<file path="src/rtl/sram_fill_ctrl.sv">
// Write-side initiator for the fetch-stage SRAM: fills one BEATS-long line from a
// valid/ready beat stream, or sweeps the whole array to zero.
module sram_fill_ctrl #(
  parameter int unsigned SIZE       = 1024,
  parameter int unsigned DATA_WIDTH = 32,
  parameter int unsigned BEATS      = 4
) (
  input  logic                            clk,
  input  logic                            rst_n,
  input  logic                            clear_req,
  input  logic                            fill_req,
  input  logic [$clog2(SIZE/BEATS)-1:0]   fill_line,
  input  logic                            beat_valid,
  input  logic [DATA_WIDTH-1:0]           beat_data,
  output logic                            beat_ready,
  output logic                            busy,
  output logic                            fill_done,
  output logic                            clear_done,
  output logic                            sram_wr_en,
  output logic [$clog2(SIZE)-1:0]         sram_wr_addr,
  output logic [DATA_WIDTH-1:0]           sram_wr_data
);

  localparam int unsigned ADDR_W = $clog2(SIZE);
  localparam int unsigned LINE_W = $clog2(SIZE / BEATS);
  localparam int unsigned BEAT_W = $clog2(BEATS);

  typedef enum logic [1:0] {
    IDLE,
    CLEAR,
    FILL,
    DONE
  } state_t;

  state_t              state;
  logic [LINE_W-1:0]   line;
  logic [BEAT_W-1:0]   beat_cnt;
  logic [ADDR_W-1:0]   clr_cnt;

  always_ff @(posedge clk or negedge rst_n) begin
    if (!rst_n) begin
      state      <= IDLE;
      line       <= '0;
      beat_cnt   <= '0;
      clr_cnt    <= '0;
      busy       <= 1'b0;
      beat_ready <= 1'b0;
      fill_done  <= 1'b0;
      clear_done <= 1'b0;
    end else begin
      case (state)
        IDLE: begin
          fill_done  <= 1'b0;
          clear_done <= 1'b0;
          if (clear_req) begin
            state   <= CLEAR;
            clr_cnt <= '0;
            busy    <= 1'b1;
          end else if (fill_req) begin
            state      <= FILL;
            line       <= fill_line;
            beat_cnt   <= '0;
            busy       <= 1'b1;
            beat_ready <= 1'b1;
          end
        end
        CLEAR: begin
          clr_cnt <= clr_cnt + ADDR_W'(1);
          if (clr_cnt == ADDR_W'(SIZE - 1)) begin
            state      <= DONE;
            clear_done <= 1'b1;
          end
        end
        FILL: begin
          if (beat_valid) begin
            beat_cnt <= beat_cnt + BEAT_W'(1);
            if (beat_cnt == BEAT_W'(BEATS - 1)) begin
              state      <= DONE;
              beat_ready <= 1'b0;
              fill_done  <= 1'b1;
            end
          end
        end
        DONE: begin
          state      <= IDLE;
          busy       <= 1'b0;
          fill_done  <= 1'b0;
          clear_done <= 1'b0;
        end
        default: state <= IDLE;
      endcase
    end
  end

  // Write port is combinational so a beat commits on the same edge it is accepted.
  always_comb begin
    sram_wr_en   = 1'b0;
    sram_wr_addr = '0;
    sram_wr_data = '0;
    case (state)
      CLEAR: begin
        sram_wr_en   = 1'b1;
        sram_wr_addr = clr_cnt;
      end
      FILL: begin
        if (beat_valid) begin
          sram_wr_en   = 1'b1;
          sram_wr_addr = {line, beat_cnt};
          sram_wr_data = beat_data;
        end
      end
      default: ;
    endcase
  end

endmodule

</file>
<file path="config.mk">
export PLATFORM = sky130hd
export DESIGN_NAME = sram_fill_ctrl
export DESIGN_NICKNAME = d
export VERILOG_FILES = /design/src/rtl/sram_fill_ctrl.sv
export SDC_FILE = /design/constraint.sdc
export NUM_CORES = 1
export LEC_CHECK = 0
export BUFFER_PORTS_ARGS = -buffer_cell sky130_fd_sc_hd__buf_2
export CAP_MARGIN = 25
export CORE_ASPECT_RATIO = 1.25
export CORE_MARGIN = 2
export CORE_UTILIZATION = 40
export CTS_BUF_LIST = sky130_fd_sc_hd__clkbuf_4 sky130_fd_sc_hd__clkbuf_8 sky130_fd_sc_hd__clkbuf_16
export DETAILED_ROUTE_END_ITERATION = 10
export GPL_TIMING_DRIVEN = 0
export PLACE_DENSITY = 0.81
export RECOVER_POWER = 50
export SYNTH_ARGS = -nofsm -noshare
export SYNTH_HDL_FRONTEND = slang
export SYNTH_SLANG_ARGS = --single-unit
export TNS_END_PERCENT = 10
</file>
<file path="constraint.sdc">
create_clock -name clk -period 1.8 [get_ports clk]
set_clock_uncertainty 0.15 [all_clocks]
set_input_delay 0.36 -clock clk [delete_from_list [all_inputs] [get_ports clk]]
set_output_delay 0.36 -clock clk [all_outputs]
set_load 0.02 [all_outputs]
</file>
==> impl_metrics.csv, run 1 <==
group,metric,value,unit
run_status,run_status,"finished, violations left",
run_status,violations,"negative setup slack",
pwr,peakVddDrop,381,uV
job,drv_cap,0,
critical_path,arrival,1.66,ns
drt,dr.pass1.iters,4,
sta,tns,-13.09,ns
synthesis,synth.distinct_cells,39,
drt,ant_nets,0,
worst_hold_path,hold_end,"line[2]",
sta,worst_hold_slack,0.164,ns
floorplanning,start_util,41.5,%
drt,drt-total-wl,6740,um
sta,slew_headroom,55.3,%
drt,vias,2033,
synthesis,synth_top_area_share,38.2,%
clocking,clockBufferDepth,2,
critical_path,cp_max_fo,5,
critical_path,worstPathRequired,1.29,ns
finish,nFillCells,266,
synthesis,yosysTopAreaCell,"dfrtp_1",
finish,multiInputGateArea,1270,um^2
drt,drtIter0Drc,64,
worst_hold_path,holdPathStages,2,
floorplanning,die_area,4790,um^2
critical_path,cp-end-kind,"output port",
finish,fin_nets,351,
drt,wl_per_cell,19.0,um
synthesis,ys_seq_elements,26,
synthesis,ys_seq_area_share,38.2,%
sta,max_slew.worst_pin.slew,0.671,ns
pwr,power_density,377,nW/um^2
synthesis,postSynthCellCount,192,
sta,hold_viol,0,
floorplanning,die_w,62.3,um
synthesis,yosysWarnings,0,
clocking,cts-buffers-inserted,3,
synthesis,avgSynthCellArea,8.86,um^2
finish,drive_gt1_share,64.9,%
pwr,p_leak,1.52,nW
critical_path,worstSetupPathType,"register to output port",
sta,finalCritPeriodShare,120,%
clocking,cts_tree,"built",
drt,drc,0,
critical_path,r2r_slack,-0.11,ns
synthesis,ys_top_cells_by_area,"dfrtp_1 38%, and3_1 13%, mux2_2 6.0%",
finish,area_delta_synth_final,81.8,%
drt,viasPerCell,5.73,
finish,fin_util,75.5,%
floorplanning,ios,92,
critical_path,rr_worst_depth,5,
worst_hold_path,hp-class,"input port to register",
sta,finalWorstSetupSlack,-0.367,ns
sta,finalMaxSlewViolations,0,
sta,max_freq,0.461,GHz
placement,pre_cts_ws,-0.332,ns
floorplanning,rows,26,
grt,grt_usage,24.8,%
sta,fin_crit,2.17,ns
sta,setup_viol_count_final,47,
clocking,cts.sinks,26,
clocking,htree_levels,1,
floorplanning,die_y,76.9,um
grt,grt_pass1_wl,9510,um
finish,diodes,0,
placement,hpwl,3560,um
grt,antenna_found_initial,0,
finish,seq_area,656,um^2
grt,grt_pass1_vias,1971,
synthesis,synth_area,1700,um^2
grt,grt_max_degree,27,
floorplanning,core-area,4100,um^2
clocking,clk_latency,0.27,ns
grt,grt.overflow.total,0,
clocking,cts.clk_slew.worst_paths,0.10,ns
clocking,clock-root-buffer,"clkbuf_8",
worst_hold_path,min-delay-start,"fill_line[2]",
critical_path,reg2reg_from,"clr_cnt[0]",
placement,gp_congestion,0.780,
sta,rsz0062_at_grt,"true",
synthesis,synthesis.nets,243,
critical_path,timing.rr.end,"state[0]",
critical_path,crit_path_start_kind,"register",
placement,port_buffers,90,
[stage by stage]
step                area, um^2  power [mW]  std cells
floorplan                 1780       0.608        192
global placement          2300       0.665        338
detailed placement        2300       0.669        338
CTS                       2920        1.16        348
global route              3090        1.20        355
finish                    3090        1.17        355
[placed cells by master (no fill, tap or decap), types with 7 or more instances in the layout]
cell,count
nor2_1,7
buf_4,13
a22oi_2,9
and3_4,20
o21ai_0,11
nor2_2,11
clkbuf_8,7
buf_2,46
nand2_1,10
buf_6,40
dfrtp_1,22
and3_1,11
mux2_2,8
[logic make-up after synthesis]
family	share of synthesized area, %
xor gates and xnor gates	2.06
AOI/OAI and AO/OA	15.1
muxes	8.01
adders and majority gates	4.41
DFF	38.2
buffers and inverters	4.71
and+or+nand+nor	27.5
[sequential cells by signal, summed over array words and instances (netlist names)]
signal      count
clr_cnt        10
line            8
beat_cnt        2
state           2
beat_ready      1
busy            1
clear_done      1
fill_done       1
[how the worst max path moves through the flow]
| stage | startpoint | endpoint | slack (ns) | cells past startpoint |
|---|---|---|---|---|
| 2_1_floorplan | clr_cnt[0] | state[0] | -0.07 | 5 |
| 3_3_place_gp | state[0] | sram_wr_data[23] | -0.26 | 6 |
| 3_5_place_dp | state[0] | sram_wr_data[8] | -0.33 | 6 |
| 4_1_cts | state[1] | sram_wr_addr[1] | -0.35 | 7 |
| 5_1_grt | state[0] | sram_wr_addr[7] | -0.42 | 7 |
| 6_report | state[1] | sram_wr_addr[6] | -0.37 | 7 |
[cell usage after synthesis]
| library cell | number |
|---|---|
| a21boi_0 | 1 |
| a21oi_1 | 5 |
| a221o_1 | 1 |
| a221o_2 | 1 |
| a22o_1 | 2 |
| a22oi_1 | 10 |
| a31oi_1 | 1 |
| a32o_1 | 1 |
| and2_1 | 1 |
| and3_1 | 34 |
| and4_4 | 1 |
| buf_1 | 1 |
| buf_2 | 1 |
| clkbuf_1 | 12 |
| dfrtp_1 | 26 |
| ha_1 | 6 |
| inv_1 | 7 |
| mux2_2 | 9 |
| mux2_4 | 1 |
| mux2i_1 | 2 |
| nand2_1 | 12 |
| nand2b_1 | 4 |
| nand3_1 | 8 |
| nand4_1 | 1 |
| nand4_4 | 1 |
| nor2_1 | 18 |
| nor2b_1 | 1 |
| nor3_1 | 1 |
| o211ai_1 | 1 |
| o21ai_0 | 11 |
| o21bai_1 | 1 |
| o221ai_1 | 1 |
| o22ai_1 | 1 |
| o311ai_0 | 1 |
| or3_1 | 1 |
| or3_2 | 1 |
| or4_1 | 1 |
| xnor2_1 | 1 |
| xor2_1 | 3 |
[what timing repair did]
item | in CTS | in global routing
pin swaps | 12 | 7
endpoints found under the hold margin | 26 | 0
setup endpoints to repair | 63 | 53
gates resized for setup | 138 | 32
hold buffers | 1 | 0
gates cloned | 2 | 1
setup buffers | 3 | 6
[report_power, final]
group	internal, mW	switching (mW)
combinational	0.0394	0.0492
sequential	0.584	0
clock	0.298	0.197
[worst max-delay path: stages, from the launching register on]
cell,delay (ns)
dfrtp_1,0.41
buf_6,0.13
ha_4,0.17
and2_4,0.18
clkbuf_8,0.15
a22oi_2,0.14
nor2_2,0.06
buf_6,0.13
[layer usage]
metal / vias to the layer above / track usage [%] / part of all wire, % / routed length, um
met2: 92 / 45.0 / 56 / 3740
met4: 0 / 9.78 / 3.5 / 234
met1: 1006 / 29.3 / 36 / 2430
li1: 913 / - / - / -
met5: - / 0 / 0 / 0
met3: 22 / 3.67 / 4.9 / 332
[area by class of cell]
type	count	share of cell area, %
Multi-Input combinational cell	145	41.0
Timing Repair Buffer	103	27.0
Sequential cell	26	21.2
Buffer	14	5.34
Tap cell	56	2.27
Clock buffer	3	1.33
Clock inverter	1	0.971
Inverter	7	0.930
Power figures use the tool's default switching activity.
==> inputs of run 2 (changes only) <==
Settings changed: ABC_AREA from default to 1, CORE_UTILIZATION 40 to 42, PLACE_DENSITY 0.81 to 0.82.
==> run 2 against run 1 <==
Against the previous run:
- the run still ends with negative setup slack left
- clock power is 21% lower
- via count rose by 3.5%
- synthesized cell count up 42%
- flip-flop and latch count stayed put
==> impl_metrics.csv, run 2 <==
group,metric,value,unit
placement,place_area,2410,um^2
drt,vias,2104,
sta,worst_hold_slack,0.156,ns
finish,fin_nets,429,
drt,drc,0,
clocking,cts_tree,"built",
critical_path,crit_path_start_kind,"register",
finish,nFillCells,347,
critical_path,cp-end-kind,"output port",
job,drv_cap,0,
sta,max_slew.worst_pin.slew,0.674,ns
drt,ant_nets,0,
clocking,cts.clk_slew.worst_paths,0.09,ns
pwr,intPower,2.03,mW
pwr,power_density,1320,nW/um^2
pwr,peakVddDrop,583,uV
floorplanning,start_util,43.1,%
synthesis,synth_area,1880,um^2
pwr,sw_frac_of_total,46.1,%
clocking,cts-buffers-inserted,3,
drt,viasPerCell,4.84,
clocking,clock-root-buffer,"clkbuf_8",
floorplanning,core-area,4360,um^2
finish,fin_util,65.2,%
synthesis,postSynthCellCount,272,
synthesis,avgSynthCellArea,6.90,um^2
worst_hold_path,hp-class,"input port to register",
pwr,p_leak,1.57,nW
synthesis,yosysTopAreaCell,"dfrtp_1",
placement,dpl.cell_count,421,
floorplanning,rows,27,
grt,antenna_found_initial,0,
synthesis,synth.distinct_cells,28,
finish,top_register,"clr_cnt",
sta,slew_headroom,55.0,%
floorplanning,ios,92,
synthesis,synthFlopType,"dfrtp_1",
run_status,run_status,"finished, violations left",
pwr,power_frac_comb,65.2,%
clocking,clk_latency,0.28,ns
synthesis,yosysWarnings,0,
finish,final_common_cell,"nand2_1",
placement,gp_congestion,0.895,
sta,finalMaxSlewViolations,0,
critical_path,worstSetupPathType,"register to output port",
finish,drive_gt1_share,43.0,%
pwr,power_frac_clock,10.4,%
critical_path,cp_max_fo,10,
sta,finalCritPeriodShare,118,%
pwr,net-switching-power,1.73,mW
finish,area_delta_synth_final,51.3,%
floorplanning,die_area,5030,um^2
grt,grt.overflow.total,0,
clocking,cts.sinks,26,
finish,layout.cells.non_filler,435,
finish,final_area,2840,um^2
synthesis,synth.most_common_cell,"nand2_1",
synthesis,ys_seq_area_share,34.6,%
floorplanning,die_y,78.8,um
synthesis,synth_edf_count,0,
drt,dr.pass1.iters,4,
finish,final_cell_mix,"56 x nand2_1, 47 x buf_2, 46 x inv_1, 46 x buf_4, 44 x nor2_1",
synthesis,synthesis.nets,323,
pwr,p_seq_share,24.4,%
placement,port_buffers,91,
synthesis,ys_seq_elements,26,
clocking,htree_levels,1,
synthesis,synthTopCellsByCount,"58 x nand2_1, 49 x inv_1, 47 x nor2_1",
critical_path,worstPathRequired,1.29,ns
synthesis,synth_async_sr_flop_share,100,%
finish,diodes,0,
run_status,violations,"negative setup slack",
placement,hpwl,3730,um
floorplanning,die_w,63.8,um
sta,hold_viol,0,
grt,grt_pass1_wl,8760,um
grt,grt_max_degree,27,
clocking,clockBufferDepth,2,
sta,max_freq,0.470,GHz
sta,rsz0062_at_grt,"true",
finish,top_regs,"clr_cnt: 10 flops, line: 8 flops",
synthesis,synth_top_area_share,34.6,%
synthesis,ys_top_cells_by_area,"dfrtp_1 35%, nand2_1 12%, inv_1 9.8%",
drt,drt-total-wl,5500,um
sta,finalWorstSetupSlack,-0.326,ns
critical_path,arrival,1.62,ns
grt,grt_pass1_vias,1979,
finish,largest_register_ffs,10,
sta,fin_crit,2.13,ns
drt,wl_per_cell,12.6,um
drt,drtIter0Drc,95,
pwr,power,3.76,mW
sta,setup_viol_count_final,43,
grt,grt_usage,21.7,%
==> run 2: cell count changes after synthesis, moves of 4 or more <==
cell,before,now
a21oi_1,5,13
a22oi_1,10,0
and3_1,34,0
clkbuf_1,12,3
inv_1,7,49
nand2_1,12,58
nand2b_1,4,0
nand3_1,8,20
nor2_1,18,47
==> run 2: timing repair <==
item / in CTS / in global routing
endpoints found under the setup margin: 44 / 47
setup buffers: 6 / 1
pin swaps: 3 / 3
resized for setup: 74 / 19
hold buffers: 1 / 0
endpoints found under the hold margin: 26 / 0
cloned: 2 / 0
==> run 2: power by group through the flow <==
stage / registers, mW / clock network, mW / logic (mW)
6_report: 0.917 / 0.391 / 2.45
5_1_grt: 0.937 / 0.421 / 2.63
4_1_cts: 0.910 / 0.397 / 2.31
3_5_place_dp: 0.924 / 0 / 1.77
3_3_place_gp: 0.912 / 0 / 1.72
2_1_floorplan: 0.905 / 0 / 1.30
==> run 2: worst paths after layout <==
kind                       cells past startpoint              end          from  slack [ns]
max                                            6  sram_wr_data[1]      state[0]       -0.33
max reg2reg                                   12       clr_cnt[9]      state[0]        0.06
min reg2reg                                    2             busy          busy        0.36
min                                            2          line[5]  fill_line[5]        0.16
min in group asynchronous                      2         state[1]         rst_n        0.50
max in group asynchronous                      2      beat_cnt[0]         rst_n        0.57
==> run 2: kinds of logic after synthesis <==
family | count (synthesis) | synth area share [%]
AO/OA/AOI/OAI | 26 | 7.26
adder cells (fa/ha/maj) | 6 | 4.00
buffers and inverters | 62 | 13.6
flip-flops | 26 | 34.6
multiplexers | 8 | 4.80
AND/OR/NAND/NOR | 144 | 35.7
==> run 2: metrics by stage <==
step	setup slack, ns	setup TNS, ns
floorplan	-0.0567	-1.82
global placement	-0.290	-9.84
detailed placement	-0.331	-12.11
CTS	-0.279	-10.68
global route	-0.384	-14.53
finish	-0.326	-11.55
==> run 2: layout make-up <==
class	instances	area [um^2]	area share, %
buffer	9	103	3.61
clock buffer	4	55.1	1.94
inverter	53	211	7.44
multi-input combinational	184	1070	37.6
sequential	26	651	22.9
tap	58	72.6	2.55
timing repair buffer	101	681	24.0
==> run 2: critical path: stages, from the launching register on <==
cell	delay [ns]
dfrtp_1	0.42
inv_2	0.12
ha_4	0.21
nand2_4	0.12
clkbuf_8	0.18
nor2_1	0.12
buf_4	0.16
==> run 2: metal layers <==
metal	global-route usage, %	routed length [um]	share of wire [%]	up-vias
met4	10.4	125	2.3	0
met3	4.25	420	7.6	13
met2	38.6	2810	51	104
li1	-	-	-	1040
met5	0	0	0	-
met1	24.5	2140	39	947
==> inputs of run 3 (changes only) <==
Settings changed: CORE_MARGIN 2 to default, CORE_UTILIZATION 42 to 50, PLACE_DENSITY 0.82 to 0.91.
Clock period 1.8 ns to 2.5 ns, I/O delays scaled along.
==> run 3 against run 2 <==
Against the previous run:
- the run ends with design-rule violations left
- setup slack gained 0.42 ns
- total power shrank 43%
- critical endpoint is now sram_wr_addr[5]
- routed wire length shrank 15%
- largest cell class unchanged
- combinational power shrank 49%
- largest power group unchanged
- global-route usage grew 2.8 points
- final cell count shrank 7.1%
==> impl_metrics.csv, run 3 (synthesized netlist as in run 2, its figures left out) <==
group,metric,value,unit
floorplanning,ios,92,
sta,finalWorstSetupSlack,0.0897,ns
finish,top_regs,"clr_cnt: 10 flops, line: 8 flops",
critical_path,cp_cell_sequence,"inv_1, ha_2, clkbuf_4, nand3_1, a21oi_1, buf_2",
critical_path,arrival,1.76,ns
critical_path,cp_max_fo,10,
pwr,p_leak,1.45,nW
critical_path,cp_num_buf_inv,3,
floorplanning,die_w,56.8,um
pwr,peakVddDrop,547,uV
drt,drtIter0Drc,65,
grt,grt_max_degree,27,
placement,hpwl,3790,um
floorplanning,die_y,70.5,um
worst_hold_path,hp-class,"input port to register",
clocking,cts_tree,"built",
finish,final_cell_mix,"84 x buf_2, 58 x nand2_1, 49 x inv_1, 49 x nor2_1, 26 x dfrtp_1",
drt,wl_per_cell,11.5,um
floorplanning,core-area,3540,um^2
sta,finalMaxSlewViolations,0,
sta,fin_crit,2.41,ns
finish,largest_register_ffs,10,
clocking,clk_latency,0.27,ns
finish,diodes,0,
sta,worst_hold_slack,0.307,ns
critical_path,slowest_delay,0.43,ns
pwr,power_density,886,nW/um^2
placement,gp_congestion,0.876,
finish,final_common_cell,"buf_2",
clocking,clock-root-buffer,"clkbuf_8",
sta,rsz0062_at_grt,"true",
grt,grt_usage,24.5,%
finish,fin_nets,418,
floorplanning,start_util,53.0,%
sta,slew_headroom,6.66,%
pwr,power,2.13,mW
sta,max_freq,0.415,GHz
sta,setup_viol_count_final,0,
drt,drc,20,
floorplanning,rows,24,
critical_path,cp_top_family,"buffers and inverters",
drt,viasPerCell,5.10,
drt,ant_nets,0,
run_status,violations,"design-rule violations",
drt,vias,2059,
clocking,cts.sinks,26,
critical_path,cp-end-kind,"output port",
grt,grt.overflow.total,0,
placement,pre_cts_ws,0.249,ns
placement,port_buffers,91,
clocking,cts.clk_slew.worst_paths,0.09,ns
job,drv_cap,0,
clocking,htree_levels,1,
finish,drive_gt1_share,33.4,%
finish,top_register,"clr_cnt",
drt,dr.pass1.iters,8,
clocking,cts-buffers-inserted,3,
critical_path,crit_path_start_kind,"register",
grt,antenna_found_initial,0,
run_status,run_status,"finished, violations left",
sta,hold_viol,0,
drt,drt-total-wl,4650,um
critical_path,worstPathRequired,1.85,ns
clocking,clockBufferDepth,2,
grt,grt_pass1_vias,1842,
grt,grt_pass1_wl,7870,um
sta,max_slew.worst_pin.slew,1.40,ns
critical_path,slowest_stage,"dfrtp_1",
critical_path,worstSetupPathType,"register to output port",
sta,finalCritPeriodShare,96.4,%
finish,area_delta_synth_final,27.9,%
clocking,post_cts_buffers,0,
floorplanning,die_area,4010,um^2
## run 3: cell count changes in the layout (fill, tap and decap cells not counted), sizes merged
| cell | before | now |
|---|---|---|
| dlygate4sd3 | 1 | 0 |
| clkbuf | 8 | 14 |
| buf | 105 | 88 |
## run 3: area by class of cell
type / count / area (um^2)
Fill cell: 307 / 1140
Sequential cell: 26 / 651
Buffer: 8 / 45.0
Multi-Input combinational cell: 184 / 953
Tap cell: 39 / 48.8
Timing Repair Buffer: 91 / 457
Inverter: 53 / 206
Clock buffer: 3 / 41.3
## run 3: metal layers
metal | part of all wire [%] | routed length [um] | global-route usage [%] | vias to the layer above
met1 | 39 | 1820 | 28.7 | 949
met4 | 2.4 | 112 | 9.49 | 0
met3 | 6.7 | 311 | 3.70 | 15
met5 | 0 | 0 | 0 | -
met2 | 52 | 2410 | 44.6 | 81
li1 | - | - | - | 1014
## run 3: path summary, 6_finish.rpt
check,slack [ns],endpoint,cells past startpoint,startpoint
worst max-delay path,0.09,sram_wr_addr[5],6,state[0]
worst min-delay path,0.31,line[7],2,fill_line[7]
worst max register to register,0.28,line[5],5,state[0]
worst min register to register,0.36,busy,2,busy
max in group asynchronous,1.00,clr_cnt[0],1,rst_n
min in group asynchronous,0.39,state[1],1,rst_n
## run 3: power by group
group          internal (mW)  switching (mW)  total [mW]
logic                  0.440           0.795        1.24
clock network          0.108           0.127       0.235
registers              0.554           0.105       0.659
total                   1.10            1.03        2.13
## run 3: per-stage QoR
step / cells / utilization [%] / TNS [ns] / area [um^2]
detailed placement: 402 / 67.2 / 0 / 2380
global placement: 402 / 67.2 / 0 / 2380
floorplan: 272 / - / 0 / 1880
CTS: 405 / 68.5 / 0 / 2430
finish: 404 / 67.8 / 0 / 2400
global route: 404 / 67.8 / -0.00490 / 2400
## run 3: what timing repair did
action | 4_1_cts | 5_1_grt
endpoints found under the setup margin | 25 | 39
hold buffers | 0 | 0
resized for setup | 3 | 8
